<file path="src/rtl/id_ex_stage_if.sv">
// Decode-to-execute bus: decoded fields flowing into EX and the stage's status back to IF/ID.
// master drives the decode side, slave is the pipeline register itself.
interface id_ex_stage_if #(
    parameter int CTRL_W = 8,
    parameter int CNT_W  = 16
);
    logic              in_valid;
    logic [4:0]        in_rs_id;
    logic [4:0]        in_rt_id;
    logic              in_uses_rs;
    logic              in_uses_rt;
    logic [4:0]        in_dest_id;
    logic [31:0]       in_rs_value;
    logic [31:0]       in_rt_value;
    logic [31:0]       in_imm;
    logic [CTRL_W-1:0] in_ctrl;
    logic              in_mem_read;
    logic              in_reg_write;
    logic              flush;
    logic              ex_stall;

    logic              out_valid;
    logic [4:0]        out_rs_id;
    logic [4:0]        out_rt_id;
    logic [4:0]        out_dest_id;
    logic [31:0]       out_rs_value;
    logic [31:0]       out_rt_value;
    logic [31:0]       out_imm;
    logic [CTRL_W-1:0] out_ctrl;
    logic              out_mem_read;
    logic              out_reg_write;
    logic              stall_id;
    logic [CNT_W-1:0]  bubble_count;

    modport master (
        output in_valid, in_rs_id, in_rt_id, in_uses_rs, in_uses_rt, in_dest_id,
               in_rs_value, in_rt_value, in_imm, in_ctrl, in_mem_read, in_reg_write,
               flush, ex_stall,
        input  out_valid, out_rs_id, out_rt_id, out_dest_id, out_rs_value, out_rt_value,
               out_imm, out_ctrl, out_mem_read, out_reg_write, stall_id, bubble_count
    );

    modport slave (
        input  in_valid, in_rs_id, in_rt_id, in_uses_rs, in_uses_rt, in_dest_id,
               in_rs_value, in_rt_value, in_imm, in_ctrl, in_mem_read, in_reg_write,
               flush, ex_stall,
        output out_valid, out_rs_id, out_rt_id, out_dest_id, out_rs_value, out_rt_value,
               out_imm, out_ctrl, out_mem_read, out_reg_write, stall_id, bubble_count
    );
endinterface

</file>
<file path="src/rtl/id_ex_stage.sv">
// ID/EX pipeline register with load-use hazard detection, flush, EX backpressure
// and a saturating count of inserted load-use bubbles.
module id_ex_stage #(
    parameter int CTRL_W = 8,
    parameter int CNT_W  = 16
) (
    input  logic          clock,
    input  logic          reset_n,
    id_ex_stage_if.slave  bus
);

    logic              out_valid_q,     out_valid_d;
    logic [4:0]        out_rs_id_q,     out_rs_id_d;
    logic [4:0]        out_rt_id_q,     out_rt_id_d;
    logic [4:0]        out_dest_id_q,   out_dest_id_d;
    logic [31:0]       out_rs_value_q,  out_rs_value_d;
    logic [31:0]       out_rt_value_q,  out_rt_value_d;
    logic [31:0]       out_imm_q,       out_imm_d;
    logic [CTRL_W-1:0] out_ctrl_q,      out_ctrl_d;
    logic              out_mem_read_q,  out_mem_read_d;
    logic              out_reg_write_q, out_reg_write_d;
    logic [CNT_W-1:0]  bubble_count_q,  bubble_count_d;

    logic rs_match;
    logic rt_match;
    logic hazard;
    logic load_in_ex;

    // A load writing $0 never produces a value anyone waits on, so it cannot cause a hazard.
    always_comb begin
        load_in_ex = out_valid_q & out_mem_read_q & (out_dest_id_q != 5'd0);
        rs_match   = bus.in_uses_rs & (bus.in_rs_id == out_dest_id_q);
        rt_match   = bus.in_uses_rt & (bus.in_rt_id == out_dest_id_q);
        hazard     = load_in_ex & bus.in_valid & (rs_match | rt_match);
    end

    // Gated with reset_n so IF/ID is never told to hold while the pipeline is being cleared.
    assign bus.stall_id = reset_n & ~bus.flush & ((bus.ex_stall & bus.in_valid) | hazard);

    always_comb begin
        out_valid_d     = out_valid_q;
        out_rs_id_d     = out_rs_id_q;
        out_rt_id_d     = out_rt_id_q;
        out_dest_id_d   = out_dest_id_q;
        out_rs_value_d  = out_rs_value_q;
        out_rt_value_d  = out_rt_value_q;
        out_imm_d       = out_imm_q;
        out_ctrl_d      = out_ctrl_q;
        out_mem_read_d  = out_mem_read_q;
        out_reg_write_d = out_reg_write_q;
        bubble_count_d  = bubble_count_q;

        if (bus.flush || (!bus.ex_stall && hazard)) begin
            out_valid_d     = 1'b0;
            out_rs_id_d     = '0;
            out_rt_id_d     = '0;
            out_dest_id_d   = '0;
            out_rs_value_d  = '0;
            out_rt_value_d  = '0;
            out_imm_d       = '0;
            out_ctrl_d      = '0;
            out_mem_read_d  = 1'b0;
            out_reg_write_d = 1'b0;
            // Only a genuine load-use bubble counts; a squash is not a bubble.
            if (!bus.flush && (bubble_count_q != {CNT_W{1'b1}})) begin
                bubble_count_d = bubble_count_q + CNT_W'(1);
            end
        end else if (!bus.ex_stall) begin
            out_valid_d     = bus.in_valid;
            out_rs_id_d     = bus.in_rs_id;
            out_rt_id_d     = bus.in_rt_id;
            out_dest_id_d   = bus.in_dest_id;
            out_rs_value_d  = bus.in_rs_value;
            out_rt_value_d  = bus.in_rt_value;
            out_imm_d       = bus.in_imm;
            out_ctrl_d      = bus.in_ctrl;
            out_mem_read_d  = bus.in_mem_read & bus.in_valid;
            out_reg_write_d = bus.in_reg_write & bus.in_valid & (bus.in_dest_id != 5'd0);
        end
    end

    always_ff @(posedge clock or negedge reset_n) begin
        if (!reset_n) begin
            out_valid_q     <= 1'b0;
            out_rs_id_q     <= '0;
            out_rt_id_q     <= '0;
            out_dest_id_q   <= '0;
            out_rs_value_q  <= '0;
            out_rt_value_q  <= '0;
            out_imm_q       <= '0;
            out_ctrl_q      <= '0;
            out_mem_read_q  <= 1'b0;
            out_reg_write_q <= 1'b0;
            bubble_count_q  <= '0;
        end else begin
            out_valid_q     <= out_valid_d;
            out_rs_id_q     <= out_rs_id_d;
            out_rt_id_q     <= out_rt_id_d;
            out_dest_id_q   <= out_dest_id_d;
            out_rs_value_q  <= out_rs_value_d;
            out_rt_value_q  <= out_rt_value_d;
            out_imm_q       <= out_imm_d;
            out_ctrl_q      <= out_ctrl_d;
            out_mem_read_q  <= out_mem_read_d;
            out_reg_write_q <= out_reg_write_d;
            bubble_count_q  <= bubble_count_d;
        end
    end

    assign bus.out_valid     = out_valid_q;
    assign bus.out_rs_id     = out_rs_id_q;
    assign bus.out_rt_id     = out_rt_id_q;
    assign bus.out_dest_id   = out_dest_id_q;
    assign bus.out_rs_value  = out_rs_value_q;
    assign bus.out_rt_value  = out_rt_value_q;
    assign bus.out_imm       = out_imm_q;
    assign bus.out_ctrl      = out_ctrl_q;
    assign bus.out_mem_read  = out_mem_read_q;
    assign bus.out_reg_write = out_reg_write_q;
    assign bus.bubble_count  = bubble_count_q;

endmodule

</file>
<file path="src/flat_wrapper.sv">
// flat-port wrapper written by rule: the top's interface ports become plain ports
module id_ex_stage_flat 
#(
    parameter int CTRL_W = 8,
    parameter int CNT_W  = 16
)
  (clock, reset_n, bus_in_valid, bus_in_rs_id, bus_in_rt_id, bus_in_uses_rs, bus_in_uses_rt, bus_in_dest_id, bus_in_rs_value, bus_in_rt_value, bus_in_imm, bus_in_ctrl, bus_in_mem_read, bus_in_reg_write, bus_flush, bus_ex_stall, bus_out_valid, bus_out_rs_id, bus_out_rt_id, bus_out_dest_id, bus_out_rs_value, bus_out_rt_value, bus_out_imm, bus_out_ctrl, bus_out_mem_read, bus_out_reg_write, bus_stall_id, bus_bubble_count);
  id_ex_stage_if #(.CTRL_W(CTRL_W), .CNT_W(CNT_W)) bus_i ();
  input  logic clock;
  input  logic reset_n;
  input wire logic [$bits(bus_i.in_valid)-1:0] bus_in_valid;
  input wire logic [$bits(bus_i.in_rs_id)-1:0] bus_in_rs_id;
  input wire logic [$bits(bus_i.in_rt_id)-1:0] bus_in_rt_id;
  input wire logic [$bits(bus_i.in_uses_rs)-1:0] bus_in_uses_rs;
  input wire logic [$bits(bus_i.in_uses_rt)-1:0] bus_in_uses_rt;
  input wire logic [$bits(bus_i.in_dest_id)-1:0] bus_in_dest_id;
  input wire logic [$bits(bus_i.in_rs_value)-1:0] bus_in_rs_value;
  input wire logic [$bits(bus_i.in_rt_value)-1:0] bus_in_rt_value;
  input wire logic [$bits(bus_i.in_imm)-1:0] bus_in_imm;
  input wire logic [$bits(bus_i.in_ctrl)-1:0] bus_in_ctrl;
  input wire logic [$bits(bus_i.in_mem_read)-1:0] bus_in_mem_read;
  input wire logic [$bits(bus_i.in_reg_write)-1:0] bus_in_reg_write;
  input wire logic [$bits(bus_i.flush)-1:0] bus_flush;
  input wire logic [$bits(bus_i.ex_stall)-1:0] bus_ex_stall;
  output wire logic [$bits(bus_i.out_valid)-1:0] bus_out_valid;
  output wire logic [$bits(bus_i.out_rs_id)-1:0] bus_out_rs_id;
  output wire logic [$bits(bus_i.out_rt_id)-1:0] bus_out_rt_id;
  output wire logic [$bits(bus_i.out_dest_id)-1:0] bus_out_dest_id;
  output wire logic [$bits(bus_i.out_rs_value)-1:0] bus_out_rs_value;
  output wire logic [$bits(bus_i.out_rt_value)-1:0] bus_out_rt_value;
  output wire logic [$bits(bus_i.out_imm)-1:0] bus_out_imm;
  output wire logic [$bits(bus_i.out_ctrl)-1:0] bus_out_ctrl;
  output wire logic [$bits(bus_i.out_mem_read)-1:0] bus_out_mem_read;
  output wire logic [$bits(bus_i.out_reg_write)-1:0] bus_out_reg_write;
  output wire logic [$bits(bus_i.stall_id)-1:0] bus_stall_id;
  output wire logic [$bits(bus_i.bubble_count)-1:0] bus_bubble_count;
  assign bus_i.in_valid = bus_in_valid;
  assign bus_i.in_rs_id = bus_in_rs_id;
  assign bus_i.in_rt_id = bus_in_rt_id;
  assign bus_i.in_uses_rs = bus_in_uses_rs;
  assign bus_i.in_uses_rt = bus_in_uses_rt;
  assign bus_i.in_dest_id = bus_in_dest_id;
  assign bus_i.in_rs_value = bus_in_rs_value;
  assign bus_i.in_rt_value = bus_in_rt_value;
  assign bus_i.in_imm = bus_in_imm;
  assign bus_i.in_ctrl = bus_in_ctrl;
  assign bus_i.in_mem_read = bus_in_mem_read;
  assign bus_i.in_reg_write = bus_in_reg_write;
  assign bus_i.flush = bus_flush;
  assign bus_i.ex_stall = bus_ex_stall;
  assign bus_out_valid = bus_i.out_valid;
  assign bus_out_rs_id = bus_i.out_rs_id;
  assign bus_out_rt_id = bus_i.out_rt_id;
  assign bus_out_dest_id = bus_i.out_dest_id;
  assign bus_out_rs_value = bus_i.out_rs_value;
  assign bus_out_rt_value = bus_i.out_rt_value;
  assign bus_out_imm = bus_i.out_imm;
  assign bus_out_ctrl = bus_i.out_ctrl;
  assign bus_out_mem_read = bus_i.out_mem_read;
  assign bus_out_reg_write = bus_i.out_reg_write;
  assign bus_stall_id = bus_i.stall_id;
  assign bus_bubble_count = bus_i.bubble_count;
  id_ex_stage #(.CTRL_W(CTRL_W), .CNT_W(CNT_W)) u_core (.clock(clock), .reset_n(reset_n), .bus(bus_i));
endmodule
</file>
<file path="config.mk">
export PLATFORM = sky130hd
export DESIGN_NAME = id_ex_stage_flat
export DESIGN_NICKNAME = d
export VERILOG_FILES = /design/src/rtl/id_ex_stage_if.sv /design/src/rtl/id_ex_stage.sv /design/src/flat_wrapper.sv
export SDC_FILE = /design/constraint.sdc
export NUM_CORES = 1
export LEC_CHECK = 0
export CAP_MARGIN = 10
export CORE_MARGIN = 2
export CORE_UTILIZATION = 25
export DETAILED_ROUTE_END_ITERATION = 12
export PLACE_DENSITY_LB_ADDON = 0.25
export SYNTH_ARGS = -nofsm -noshare
export SYNTH_HDL_FRONTEND = slang
export SYNTH_SLANG_ARGS = --single-unit
</file>
<file path="constraint.sdc">
create_clock -name clock -period 3.22 [get_ports clock]
set_input_delay 0.805 -clock clock [delete_from_list [all_inputs] [get_ports clock]]
set_output_delay 0.805 -clock clock [all_outputs]
set_load 0.03 [all_outputs]
</file>
== Word level (Yosys, flattened, before mapping) ==
Index checks and enable logic that the tools add are counted.

* Muxes and demuxes: 20
* Equal/unequal tests: 4
* Add/subtract/negate cells: 1
* Reductions and logical operators: 8
* Bitwise gates (word level): 15

{| class="wikitable"
|+ Operators by type and width
! cell !! number
|-
| 32-bit 2-to-1 mux || 6
|-
| 5-bit 2-to-1 mux || 6
|-
| 16-bit by 1-bit adder with 16-bit output, second input constant || 1
|-
| 8-bit 2-to-1 mux || 2
|-
| 16-bit inequality test, second input constant || 1
|-
| 1-bit AND || 12
|-
| 5-bit == test || 2
|-
| 5-bit nonzero test || 2
|-
| 1-bit 2-to-1 mux || 6
|-
| 1-bit logical AND || 2
|-
| 1-bit zero test || 2
|-
| 2-bit by 1-bit inequality test with 1-bit output, second input constant || 1
|-
| 1-bit OR || 2
|-
| 2-bit AND reduction || 1
|-
| 1-bit logical OR || 1
|-
| 1-bit inverter || 1
|}

* Input port bits: 128
* Register bits after elaboration: 138
* Word-level logic and storage cells: 59
* Output and inout port bits: 139

== Depth between registers and ports, before layout ==
* Depth after elaboration: 7
* Gate-level depth with buffers: 9
* Depth with buffers taken out: 7

== Worst setup path before layout ==
Ideal clock, no wire load.

* Path kind: input to output
* Start: input port bus_in_rs_id[1]
* End: output port bus_stall_id
* Stages: 6
* Path buffers: 1
* Slack: 0.479 ns
* Data required time: 2.415 ns
* Arrival time: 1.936 ns
* Cells stage by stage: xnor2_1 -> nand4_1 -> o22ai_1 -> nand2b_1 -> buf_6 -> a21oi_1

* Word-level cells in the longest chain between the ends: 6

{| class="wikitable"
|+ Ends and longest elaborated chain
! item !! line !! RTL
|-
| start: declaration || flat_wrapper.sv:12 || <nowiki>input wire logic [$bits(bus_i.in_rs_id)-1:0] bus_in_rs_id;</nowiki>
|-
| 5-bit == test || id_ex_stage.sv:32 || <nowiki>rs_match = bus.in_uses_rs & (bus.in_rs_id == out_dest_id_q);</nowiki>
|-
| 1-bit AND || id_ex_stage.sv:32 ||
|-
| 1-bit OR || id_ex_stage.sv:34 || <nowiki>hazard = load_in_ex & bus.in_valid & (rs_match | rt_match);</nowiki>
|-
| 1-bit AND || id_ex_stage.sv:34 ||
|-
| 1-bit OR || id_ex_stage.sv:38 || <nowiki>assign bus.stall_id = reset_n & ~bus.flush & ((bus.ex_stall & bus.in_valid) | hazard);</nowiki>
|-
| 1-bit AND || id_ex_stage.sv:38 ||
|-
| end: declaration || flat_wrapper.sv:35 || <nowiki>output wire logic [$bits(bus_i.stall_id)-1:0] bus_stall_id;</nowiki>
|}

Every way passes these cells.

== Worst setup path in the final report ==
* Start: input port bus_in_rt_id[4]
* End: output port bus_stall_id

* Word-level cells in the longest chain between the ends: 6

{| class="wikitable"
|+ Ends and longest elaborated chain
! item !! line !! RTL
|-
| start: declaration || flat_wrapper.sv:13 || <nowiki>input wire logic [$bits(bus_i.in_rt_id)-1:0] bus_in_rt_id;</nowiki>
|-
| 5-bit == test || id_ex_stage.sv:33 || <nowiki>rt_match = bus.in_uses_rt & (bus.in_rt_id == out_dest_id_q);</nowiki>
|-
| 1-bit AND || id_ex_stage.sv:33 ||
|-
| 1-bit OR || id_ex_stage.sv:34 ||
|-
| 1-bit AND || id_ex_stage.sv:34 ||
|-
| 1-bit OR || id_ex_stage.sv:38 ||
|-
| 1-bit AND || id_ex_stage.sv:38 ||
|}

Every way passes these cells.

==> results.json <==
{
  "syn-mean-instance-area_um2": 14.3,
  "internal_power_mw": 3.35,
  "grt_pass1_vias": 4516,
  "final_min_period_over_clock_period": 0.949,
  "die_y_um": 151,
  "run_status": "complete, no violations",
  "report.final.hold_viol_count": 0,
  "gp_congestion": 0.733,
  "critPathSlowestCell": "sky130_fd_sc_hd__clkdlybuf4s50_1",
  "setup_viol": 0,
  "synth_edf_count": 0,
  "remaining_routing_drc_violations": 0,
  "synth_largest_type_area_fraction": 0.642,
  "detail-route-antenna-nets": 0,
  "antenna_cells": 0,
  "detail_route.first_pass.iterations": 4,
  "sequential_fraction_of_the_synthesis_area": 0.642,
  "power.net_switching_mw": 1.20,
  "timing.hold.worst.class": "reg2reg",
  "clock_root_cell": "sky130_fd_sc_hd__clkbuf_16",
  "initial_core_util": 0.255,
  "mappedNetlistNets": 505,
  "grt_max_degree": 76,
  "synth_seq_cells": 138,
  "grt_first_pass_wirelength_um": 25000,
  "final_cell_mix": "264 x sky130_fd_sc_hd__clkdlybuf4s50_1, 138 x sky130_fd_sc_hd__dfrtp_1, 119 x sky130_fd_sc_hd__a22o_1",
  "routedWlPerCell_um": 17.6,
  "number_of_standard_cell_rows_in_the_floorplan": 53,
  "clock_latency_reported_for_the_late_side_of_the_worst_skew_pair_ns": 0.41,
  "power_switching_share": 0.263,
  "final_layout_size_suffix_gt1_frac": 0.0747,
  "arrival_ns": 2.25,
  "ctsHoldBuffers": 0,
  "floorplan.io_pins": 267,
  "pwr-share-clk": 0.427,
  "critical_path.endpoint_type": "primary output",
  "power_per_cell_area_mw_per_mm2": 518,
  "critical_path.max_stage_delay_ns": 0.55,
  "syn_to_final_growth_pct": 63.2,
  "maxCapViolCount": 0,
  "pwr-share-comb": 0.161,
  "design.core.area_mm2": 0.0211,
  "synth.top_cells.by_area": "sky130_fd_sc_hd__dfrtp_1 64%, sky130_fd_sc_hd__a22o_1 19%, sky130_fd_sc_hd__buf_12 4.1%",
  "drt_wl_total_um": 16300,
  "worst_case_vdd_ir_drop_v": 0.000314,
  "postLayoutCoreUtil": 0.417,
  "grt_overflow": 0,
  "grtUsageMet1": 0.183,
  "finalClockSkew_ns": 0.0110,
  "placed_cells": 899,
  "postCtsResizedCells": 0,
  "dieArea_mm2": 0.0227,
  "synth.yosys.warnings": 0,
  "grt_setup_unrepaired": "false",
  "cp.required_ns": 2.41,
  "tritoncts": "built",
  "critPathMaxFanout": 2,
  "finalWorstPathRequiredPeriod_ns": 3.06,
  "timing.critical_path.from_type": "input pin",
  "clk_pin_slew_ns": 0.06,
  "cts-root-to-sink-buffers": 2,
  "totalNegativeSetupSlack_ns": 0,
  "synth_cell_types": 31,
  "numPortBuffers": 266,
  "drt-initial-drc-count": 177,
  "postSynthCellCount": 376,
  "post-cts-setup-buffers": 0,
  "fillerInstances": 1976,
  "vias": 4244,
  "path_cells": "clkdlybuf4s50_1 -> xnor2_1 -> nand4_1 -> o22ai_2 -> nand2b_1 -> a21oi_2 -> buf_4",
  "clock.fmax_mhz": 327,
  "finish.cell_count_without_fillers": 931,
  "grt-busiest-layer": "met2",
  "clkSinkCount": 138,
  "dominantRegCellSynth": "sky130_fd_sc_hd__dfrtp_1",
  "synth_async_sr_flop_share": 1.00,
  "power_frac_seq": 0.413,
  "timing_worst_slew_pin_value_ns": 0.954,
  "number_of_nets_in_the_final_layout": 772,
  "slew_viol_final": 0,
  "antenna_violations_before_repair": 0,
  "tritoncts.num_buffers": 17,
  "path_class": "in2out",
  "synth.cell_area_mm2": 0.00538,
  "hpwl_um": 11400,
  "die_x_um": 151,
  "routed_via_density": 4.56,
  "groute.usage.overall": 0.143,
  "netlist.top_cell.by_area": "sky130_fd_sc_hd__dfrtp_1",
  "globalRouteMet3Util": 0.0412,
  "mostFrequentLayoutCell": "sky130_fd_sc_hd__clkdlybuf4s50_1",
  "p_leak_nw": 3.81,
  "met2_usage": 0.232,
  "htree_num_levels": 4,
  "worst_slew_margin_rel": 0.364,
  "finalHoldWorstSlack_ns": 0.494
}
## kinds of logic (layout without fill, tap and decap cells)
group | after synthesis | after routing | share of synthesized area
flip-flops | 138 | 138 | 0.642
AO/OA/AOI/OAI | 128 | 128 | 0.206
AND/OR/NAND/NOR | 51 | 51 | 0.0474
buffers and inverters | 32 | 312 | 0.0593
XOR/XNOR | 25 | 25 | 0.0407
adder cells (fa/ha/maj) | 1 | 1 | 0.00232
multiplexers | 1 | 1 | 0.00209
## per-layer routing
layer  up-vias  wire [um]
li1       1955          -
met1      2120       6940
met2       154       8120
met3        15       1040
met4         0        251
met5         -          0
## sequential cells by signal, indices dropped and copies added, names as in the netlist
signal	flops
u_core.bus.out_rt_id	5
u_core.bus.out_rs_value	32
u_core.bus.out_rs_id	5
u_core.bus.out_imm	32
u_core.bus.out_ctrl	8
u_core.bus.out_dest_id	5
u_core.bus.out_mem_read	1
u_core.bus.bubble_count	16
u_core.bus.out_reg_write	1
u_core.bus.out_valid	1
u_core.bus.out_rt_value	32
## critical path, delay by kind of cell
| kind | cells | cell delay, ns |
|---|---|---|
| compound gates | 2 | 0.33 |
| xor+xnor | 1 | 0.14 |
| simple gates | 2 | 0.25 |
| buf+inv | 2 | 0.73 |
## Yosys cell counts (2+ instances only)
cell type,instances
sky130_fd_sc_hd__buf_6,2
sky130_fd_sc_hd__a22o_1,119
sky130_fd_sc_hd__nor4_1,2
sky130_fd_sc_hd__xor2_1,13
sky130_fd_sc_hd__xnor2_1,12
sky130_fd_sc_hd__nand4_1,6
sky130_fd_sc_hd__dfrtp_1,138
sky130_fd_sc_hd__or4_1,2
sky130_fd_sc_hd__clkbuf_1,13
sky130_fd_sc_hd__nand3b_1,2
sky130_fd_sc_hd__nand3_1,6
sky130_fd_sc_hd__inv_1,4
sky130_fd_sc_hd__nand2_1,8
sky130_fd_sc_hd__buf_12,11
sky130_fd_sc_hd__or3_1,2
sky130_fd_sc_hd__a21oi_1,3
sky130_fd_sc_hd__nor2_1,13
sky130_fd_sc_hd__nor3_1,7
## area by class of cell
class,instances,area [um2],area share
sequential,138,3450,0.393
clock buffer,19,443,0.0504
inverter,4,15.0,0.00171
multi-input combinational,206,1630,0.185
timing repair buffer,276,2760,0.314
tap,275,344,0.0392
clock inverter,13,141,0.0161
## stage by stage
stage	power, mW	cell area [um2]	setup slack (ns)
detailed placement	2.64	8190	0.0204
global route	4.75	8780	0.0158
global placement	2.64	8190	0.0221
finish	4.55	8780	0.165
floorplan	2.24	5380	0.479
CTS	4.62	8770	0.00932
## power by group through the flow
| stage | clock, mW | combinational (mW) | sequential [mW] |
|---|---|---|---|
| final | 1.94 | 0.732 | 1.88 |
| after CTS | 2.00 | 0.741 | 1.88 |
| after global routing | 2.08 | 0.775 | 1.89 |
| after floorplan | 0 | 0.169 | 2.07 |
| after global placement | 0 | 0.733 | 1.91 |
| after detailed placement | 0 | 0.739 | 1.91 |
## worst paths after layout
path                                             start                     endpoint  slack, ns  depth (start not counted)
max                                    bus_in_rt_id[4]                 bus_stall_id       0.16                          7
min                        u_core.bus.bubble_count[10]  u_core.bus.bubble_count[10]       0.49                          1
max reg2reg                  u_core.bus.out_dest_id[3]  u_core.bus.out_rt_value[11]       0.90                          7
min reg2reg                u_core.bus.bubble_count[10]  u_core.bus.bubble_count[10]       0.49                          1
max in group asynchronous                      reset_n       u_core.bus.out_imm[27]       1.94                          2
min in group asynchronous                      reset_n      u_core.bus.out_rs_id[0]       0.60                          2
Note: power is estimated with default switching activity, not from simulation.
